`src/rtl/stdform_pkg.sv`:
```
// Shared types and constants for the standard-form sweep sequencers:
// sweep FSM states, default widths and truth-table sizing helpers.
package stdform_pkg;

  typedef enum logic [1:0] {
    ST_IDLE   = 2'd0,
    ST_DRIVE  = 2'd1,
    ST_SAMPLE = 2'd2,
    ST_FINISH = 2'd3
  } sweep_state_e;

  localparam int DEF_N_IN   = 4;
  localparam int DEF_N_OUT  = 3;
  localparam int DEF_SETTLE = 1;
  localparam int SETTLE_W   = 4;
  localparam int TT_W       = DEF_N_OUT << DEF_N_IN;

  function automatic int tt_width(input int n_out, input int n_in);
    return n_out << n_in;
  endfunction

  // Index width that stays legal for a single-output comparator.
  function automatic int idx_width(input int n);
    return (n > 1) ? $clog2(n) : 1;
  endfunction

  // Scans from the top down so the lowest set bit is the one that sticks.
  function automatic logic [4:0] lowest_set(input logic [31:0] v);
    logic [4:0] idx;
    idx = 5'd0;
    for (int i = 31; i >= 0; i--) begin
      if (v[i]) begin
        idx = i[4:0];
      end else begin
        idx = idx;
      end
    end
    return idx;
  endfunction

endpackage

```
`src/rtl/settle_counter.sv`:
```
// Loadable down-counter with a registered terminal-count flag, used to hold
// a sweeper in its drive state while the datapath under test settles.
module settle_counter
  import stdform_pkg::*;
#(
  parameter int W = SETTLE_W
) (
  input  logic         clk,
  input  logic         rst_n,
  input  logic         load,
  input  logic [W-1:0] load_val,
  input  logic         en,
  output logic         tc
);

  logic [W-1:0] cnt_q, cnt_d;
  logic         tc_q, tc_d;

  // Next count: load wins, otherwise decrement and saturate at zero.
  always_comb begin
    cnt_d = cnt_q;
    if (load) begin
      cnt_d = load_val;
    end else if (en && (cnt_q != {W{1'b0}})) begin
      cnt_d = cnt_q - {{(W-1){1'b0}}, 1'b1};
    end else begin
      cnt_d = cnt_q;
    end
    tc_d = (cnt_d == {W{1'b0}});
  end

  // Count and flag registers.
  always_ff @(posedge clk) begin
    if (!rst_n) begin
      cnt_q <= {W{1'b0}};
      tc_q  <= 1'b1;
    end else begin
      cnt_q <= cnt_d;
      tc_q  <= tc_d;
    end
  end

  assign tc = tc_q;

endmodule

```
`src/rtl/inequality_sweep_ctrl.sv`:
```
// Walks a combinational comparator through every input code, samples its
// outputs after a settle delay, builds the truth table and flags mismatches.
module inequality_sweep_ctrl
  import stdform_pkg::*;
#(
  parameter  int N_IN   = DEF_N_IN,
  parameter  int N_OUT  = DEF_N_OUT,
  parameter  int SETTLE = DEF_SETTLE,
  localparam int TW     = N_OUT << N_IN,
  localparam int FB_W   = idx_width(N_OUT)
) (
  input  logic            clk,
  input  logic            rst_n,
  input  logic            start,
  output logic [N_IN-1:0] num,
  input  logic [N_OUT-1:0] f_in,
  input  logic [TW-1:0]   exp_mask,
  output logic            busy,
  output logic            done,
  output logic [TW-1:0]   tt,
  output logic            mismatch,
  output logic [N_IN-1:0] fail_num,
  output logic [FB_W-1:0] fail_bit
);

  localparam int VEC_W = N_IN + 1;
  localparam int N_VEC = 1 << N_IN;
  localparam logic [SETTLE_W-1:0] SETTLE_LOAD =
    (SETTLE > 0) ? SETTLE_W'(SETTLE - 1) : {SETTLE_W{1'b0}};
  // With no settle time the drive state is skipped entirely.
  localparam sweep_state_e ENTRY_ST = (SETTLE == 0) ? ST_SAMPLE : ST_DRIVE;

  sweep_state_e    state_q, state_d;
  logic [VEC_W-1:0] vec_q, vec_d, vec_inc_s;
  logic [TW-1:0]   tt_q, tt_d;
  logic            mismatch_q, mismatch_d;
  logic [N_IN-1:0] fail_num_q, fail_num_d;
  logic [FB_W-1:0] fail_bit_q, fail_bit_d;
  logic            busy_q, busy_d;
  logic            done_q, done_d;
  logic            cnt_load_s, cnt_en_s, cnt_tc_s;
  logic [N_OUT-1:0] exp_col_s, diff_s;
  logic [N_IN-1:0] col_s;

  settle_counter #(
    .W (SETTLE_W)
  ) u_settle (
    .clk      (clk),
    .rst_n    (rst_n),
    .load     (cnt_load_s),
    .load_val (SETTLE_LOAD),
    .en       (cnt_en_s),
    .tc       (cnt_tc_s)
  );

  assign col_s = vec_q[N_IN-1:0];

  // Expected column for the current code and its difference from the sample.
  always_comb begin
    exp_col_s = {N_OUT{1'b0}};
    for (int b = 0; b < N_OUT; b++) begin
      exp_col_s[b] = exp_mask[b*N_VEC + int'(col_s)];
    end
    diff_s = f_in ^ exp_col_s;
  end

  // Sweep FSM next-state, truth-table capture and first-mismatch recording.
  always_comb begin
    state_d    = state_q;
    vec_d      = vec_q;
    tt_d       = tt_q;
    mismatch_d = mismatch_q;
    fail_num_d = fail_num_q;
    fail_bit_d = fail_bit_q;
    cnt_load_s = 1'b0;
    cnt_en_s   = 1'b0;
    vec_inc_s  = vec_q + {{(VEC_W-1){1'b0}}, 1'b1};
    case (state_q)
      ST_IDLE: begin
        if (start) begin
          tt_d       = {TW{1'b0}};
          mismatch_d = 1'b0;
          fail_num_d = {N_IN{1'b0}};
          fail_bit_d = {FB_W{1'b0}};
          vec_d      = {VEC_W{1'b0}};
          cnt_load_s = 1'b1;
          state_d    = ENTRY_ST;
        end else begin
          state_d = ST_IDLE;
        end
      end
      ST_DRIVE: begin
        cnt_en_s = 1'b1;
        if (cnt_tc_s) begin
          state_d = ST_SAMPLE;
        end else begin
          state_d = ST_DRIVE;
        end
      end
      ST_SAMPLE: begin
        for (int b = 0; b < N_OUT; b++) begin
          tt_d[b*N_VEC + int'(col_s)] = f_in[b];
        end
        if ((diff_s != {N_OUT{1'b0}}) && !mismatch_q) begin
          mismatch_d = 1'b1;
          fail_num_d = col_s;
          fail_bit_d = FB_W'(lowest_set(32'(diff_s)));
        end else begin
          mismatch_d = mismatch_q;
        end
        // The extra counter bit marks the end without testing for a wrap.
        if (vec_inc_s[N_IN]) begin
          state_d = ST_FINISH;
        end else begin
          vec_d      = vec_inc_s;
          cnt_load_s = 1'b1;
          state_d    = ENTRY_ST;
        end
      end
      ST_FINISH: begin
        vec_d   = {VEC_W{1'b0}};
        state_d = ST_IDLE;
      end
      default: begin
        vec_d   = {VEC_W{1'b0}};
        state_d = ST_IDLE;
      end
    endcase
    busy_d = (state_d != ST_IDLE);
    done_d = (state_d == ST_FINISH);
  end

  // State and output registers.
  always_ff @(posedge clk) begin
    if (!rst_n) begin
      state_q    <= ST_IDLE;
      vec_q      <= {VEC_W{1'b0}};
      tt_q       <= {TW{1'b0}};
      mismatch_q <= 1'b0;
      fail_num_q <= {N_IN{1'b0}};
      fail_bit_q <= {FB_W{1'b0}};
      busy_q     <= 1'b0;
      done_q     <= 1'b0;
    end else begin
      state_q    <= state_d;
      vec_q      <= vec_d;
      tt_q       <= tt_d;
      mismatch_q <= mismatch_d;
      fail_num_q <= fail_num_d;
      fail_bit_q <= fail_bit_d;
      busy_q     <= busy_d;
      done_q     <= done_d;
    end
  end

  assign num      = col_s;
  assign busy     = busy_q;
  assign done     = done_q;
  assign tt       = tt_q;
  assign mismatch = mismatch_q;
  assign fail_num = fail_num_q;
  assign fail_bit = fail_bit_q;

endmodule

```
`config.mk`:
```
export PLATFORM = sky130hd
export DESIGN_NAME = inequality_sweep_ctrl
export DESIGN_NICKNAME = d
export VERILOG_FILES = /design/src/rtl/stdform_pkg.sv /design/src/rtl/settle_counter.sv /design/src/rtl/inequality_sweep_ctrl.sv
export SDC_FILE = /design/constraint.sdc
export NUM_CORES = 1
export LEC_CHECK = 0
export ABC_AREA = 1
export CAP_MARGIN = 30
export CORE_ASPECT_RATIO = 0.8
export CORE_UTILIZATION = 50
export DETAILED_ROUTE_END_ITERATION = 16
export PLACE_DENSITY = 0.91
export SYNTH_ARGS = -nofsm -noshare
export SYNTH_HDL_FRONTEND = slang
export SYNTH_SLANG_ARGS = --single-unit
```
`constraint.sdc`:
```
create_clock -name clk -period 2.52 [get_ports clk]
set_input_delay 0.504 -clock clk [delete_from_list [all_inputs] [get_ports clk]]
set_output_delay 0.504 -clock clk [all_outputs]
set_load 0.02 [all_outputs]
```
==> run_results.csv <==
group,metric,value,unit
timing,finalSetupViolCount,0,
hold_path,hold_start,"tt[46]",
power,design_power_total,2332,µW
grt,grtUsageTotal,28.79,%
timing,finalHoldViolations,0,
hold_path,hold_depth,2,
cts,post_cts_buffers,0,
timing,drv_slew,0,
setup_path,crit_type,"flip-flop to flip-flop",
timing,tightest_slew,698.4,ps
synthesis,syn_inst,522,
route,drt_iter0_drc,388,
grt,grt_max_degree,50,
setup_path,cp-end-kind,"flip-flop",
grt,grt.overflow.total,0,
floorplan,fp.dieH,76.58,µm
cts,clk_latency,340,ps
cells_and_area,drive_above_1_share,7.813,%
grt,grt_pass1_vias,3628,
status,outcome,"completed",
synthesis,seq_area_frac_synth,39.16,%
route,dr.pass1.iters,5,
floorplan,io_pins,115,
hold_path,hold_path_end,"tt[46]",
route,vias,3856,
setup_path,max_stage_delay,510,ps
synthesis,synth.avg_cell_area,6.659,µm²
power,p_per_area,479.9,nW/µm²
setup_path,cp_top_family,"simple AND/OR/NAND/NOR gates",
route,via_per_inst,5.326,
cts,cts_buffer_depth,2,
grt,antenna_found_initial,0,
timing,slew_headroom,53.01,%
synthesis,yosys_warnings,0,
setup_path,cp_num_buf_inv,2,
synthesis,synth_fp_nets,581,
setup_path,cp_max_fo,8,
cells_and_area,nFillCells,490,
cts,clockRootBuffer,"clkbuf_8",
cts,ctsHoldBuffers,0,
floorplan,start_util,53.16,%
grt,grt_pass1_wl,16500,µm
timing,fin_setup_tns,0,ps
route,final_antenna_net_count,0,
placed_design,place_inst,709,
hold_path,hold_path.class,"flip-flop to flip-flop",
floorplan,core-area,6539,µm²
placed_design,pre_cts_ws,252.5,ps
synthesis,yosys_register_bits,68,
route,drc_errors,0,
power,power_leakage,0.001951,µW
cts,cts_resized,0,
timing,min_period,2160,ps
setup_path,worstPathCellList,"ha_1 > inv_1 > nor2_1 > nand2_1 > nand3_1 > inv_1 > nand4_1 > xor2_1 > nor2_1",
setup_path,r2r_end,"vec_q[3]",
route,wl,10060,µm
job,drv_cap,0,
timing,fin_skew,7.333,ps
cells_and_area,layout.nets,695,
placed_design,hpwl,7630,µm
cts,clk_pin_slew_worst_paths,70,ps
cts,cts_made_buffers,9,
floorplan,rows,26,
placed_design,port_buffers,114,
grt,met2_usage,47.86,%
floorplan,dieWidth,95.22,µm
timing,fmax,463.0,MHz
placed_design,place_congestion,0.8185,
setup_path,crit-reg2reg-launch,"vec_q[1]",
setup_path,cp.arrival,2380,ps
route,wl_per_cell,13.90,µm
power,peakVddDrop,374.7,µV
cells_and_area,areaGrowthSynthToFinish,39.81,%
grt,grt.met3_usage,6.886,%
grt,grt_busiest_layer,"met2",
timing,whs,458.4,ps
grt,grtUsageMet1,35.86,%
timing,fin_ws,360.3,ps
cts,cts_tree,"yes",
setup_path,r2r_cells,9,
synthesis,synthDistinctLibCells,34,
setup_path,rrSetupSlack,360,ps
cells_and_area,instances_no_fill,724,
cells_and_area,antenna_cells,0,
setup_path,cp.required,2740,ps
timing,fin_crit_sh,85.70,%
setup_path,cpMaxStageDelayCell,"dfxtp_1",
cts,cts.sinks,68,
synthesis,syn_area,3476,µm²
cts,htreeDepth,3,
timing,rsz0062_at_grt,"false",
floorplan,die_area,7291,µm²
setup_path,startpoint_type,"flip-flop",
-- how the worst max path moves through the flow --
stage | end | depth (start not counted) | startpoint
final | vec_q[3] | 9 | vec_q[1]
after floorplan | fail_bit[0] | 13 | vec_q[0]
after CTS | num[0] | 2 | vec_q[0]
after detailed placement | fail_bit[0] | 13 | exp_mask[13]
after global routing | vec_q[1] | 7 | vec_q[1]
after global placement | fail_num[1] | 13 | exp_mask[1]
-- cell type report --
type                            count  area (µm²)  share of cell area (%)
Multi-Input combinational cell    374        1772                   36.46
Sequential cell                    68        1361                   28.01
Timing Repair Buffer              124        1229                   25.28
Inverter                           59       226.5                   4.660
Clock buffer                       10       137.6                   2.832
Tap cell                           84       105.1                   2.163
Clock inverter                      5       28.78                  0.5922
-- tightest hold or removal path, cell delays in order (launching register included) --
cell and delay [ps]:
dfxtp_1 310, nand2_1 60, a21oi_1 50
-- through the flow --
step                util, %  cell area [µm²]
global placement      71.78             4693
floorplan                 -             3476
CTS                   74.32             4860
finish                74.32             4860
detailed placement    71.78             4693
global route          74.32             4860
-- cells in the mapped netlist, drive strengths merged --
| library cell | instances | area, µm² |
|---|---|---|
| xnor2 | 1 | 8.760 |
| nor2 | 50 | 200.2 |
| a211oi | 1 | 7.510 |
| o21a | 1 | 7.510 |
| a21oi | 60 | 322.8 |
| xor2 | 2 | 36.29 |
| nor4 | 4 | 25.02 |
| nor3 | 8 | 40.04 |
| clkbuf | 10 | 37.54 |
| o21ai | 19 | 95.09 |
| inv | 58 | 222.7 |
| or2 | 1 | 6.260 |
| ha | 5 | 62.56 |
| a22oi | 1 | 7.510 |
| nand2 | 175 | 666.9 |
| dfxtp | 68 | 1361 |
| nand3 | 44 | 272.8 |
| nand4 | 2 | 12.51 |
| clkinv | 1 | 3.750 |
| buf | 11 | 78.82 |
-- registers in the layout (all words and copies together) (netlist names) --
name,flops
u_settle.cnt_q,4
state_q,2
mismatch,1
tt,48
busy,1
fail_bit,2
done,1
vec_q,4
u_settle.tc,1
fail_num,4
-- cells by family (layout without fill, tap and decap cells) --
family                     count (synthesis)  after routing  share of synthesized area, %
and+or+nand+nor                          284            284                         35.21
buffers and inverters                     80            198                         9.863
adders and majority gates                  5              5                         1.800
AOI/OAI and AO/OA                         82             82                         12.67
DFF                                       68             68                         39.16
xor gates and xnor gates                   3              3                         1.296
-- metal layers --
layer / routed length [µm] / share of wire [%]
met4: 188 / 1.9
met1: 4103 / 41
met5: 0 / 0
met3: 795 / 7.9
met2: 4976 / 49
-- power breakdown --
part | leakage, µW | switching [µW] | internal [µW]
combinational | 0.00131 | 272 | 187
sequential | 0.000549 | 14.1 | 1090
clock | 0.0000917 | 400 | 372
total | 0.00195 | 687 | 1650
-- layout by cell type (no fill, tap or decap) --
cell	netlist	layout
nand2_1	173	173
clkdlybuf4s50_1	0	114
dfxtp_1	68	68
inv_1	55	55
a21oi_1	54	54
nor2_1	47	47
nand3_1	35	35
o21ai_0	18	18
clkbuf_8	0	10
buf_4	3	9
nor3_1	8	8
nand3_2	8	8
a21oi_2	6	6
ha_1	5	5
nor4_1	4	4
clkinv_2	0	4
inv_2	2	2
nor2_2	2	2
nand4_1	2	2
inv_6	1	1
clkinv_1	1	1
a211oi_1	1	1
xor2_1	1	1
xnor2_1	1	1
or2_2	1	1
a22oi_1	1	1
nand2_2	1	1
nor2_4	1	1
xor2_4	1	1
o21ai_1	1	1
nand3_4	1	1
nand2_4	1	1
o21a_1	1	1
clkinv_4	0	1
buf_12	0	1
(Power assumes the default switching activity.)
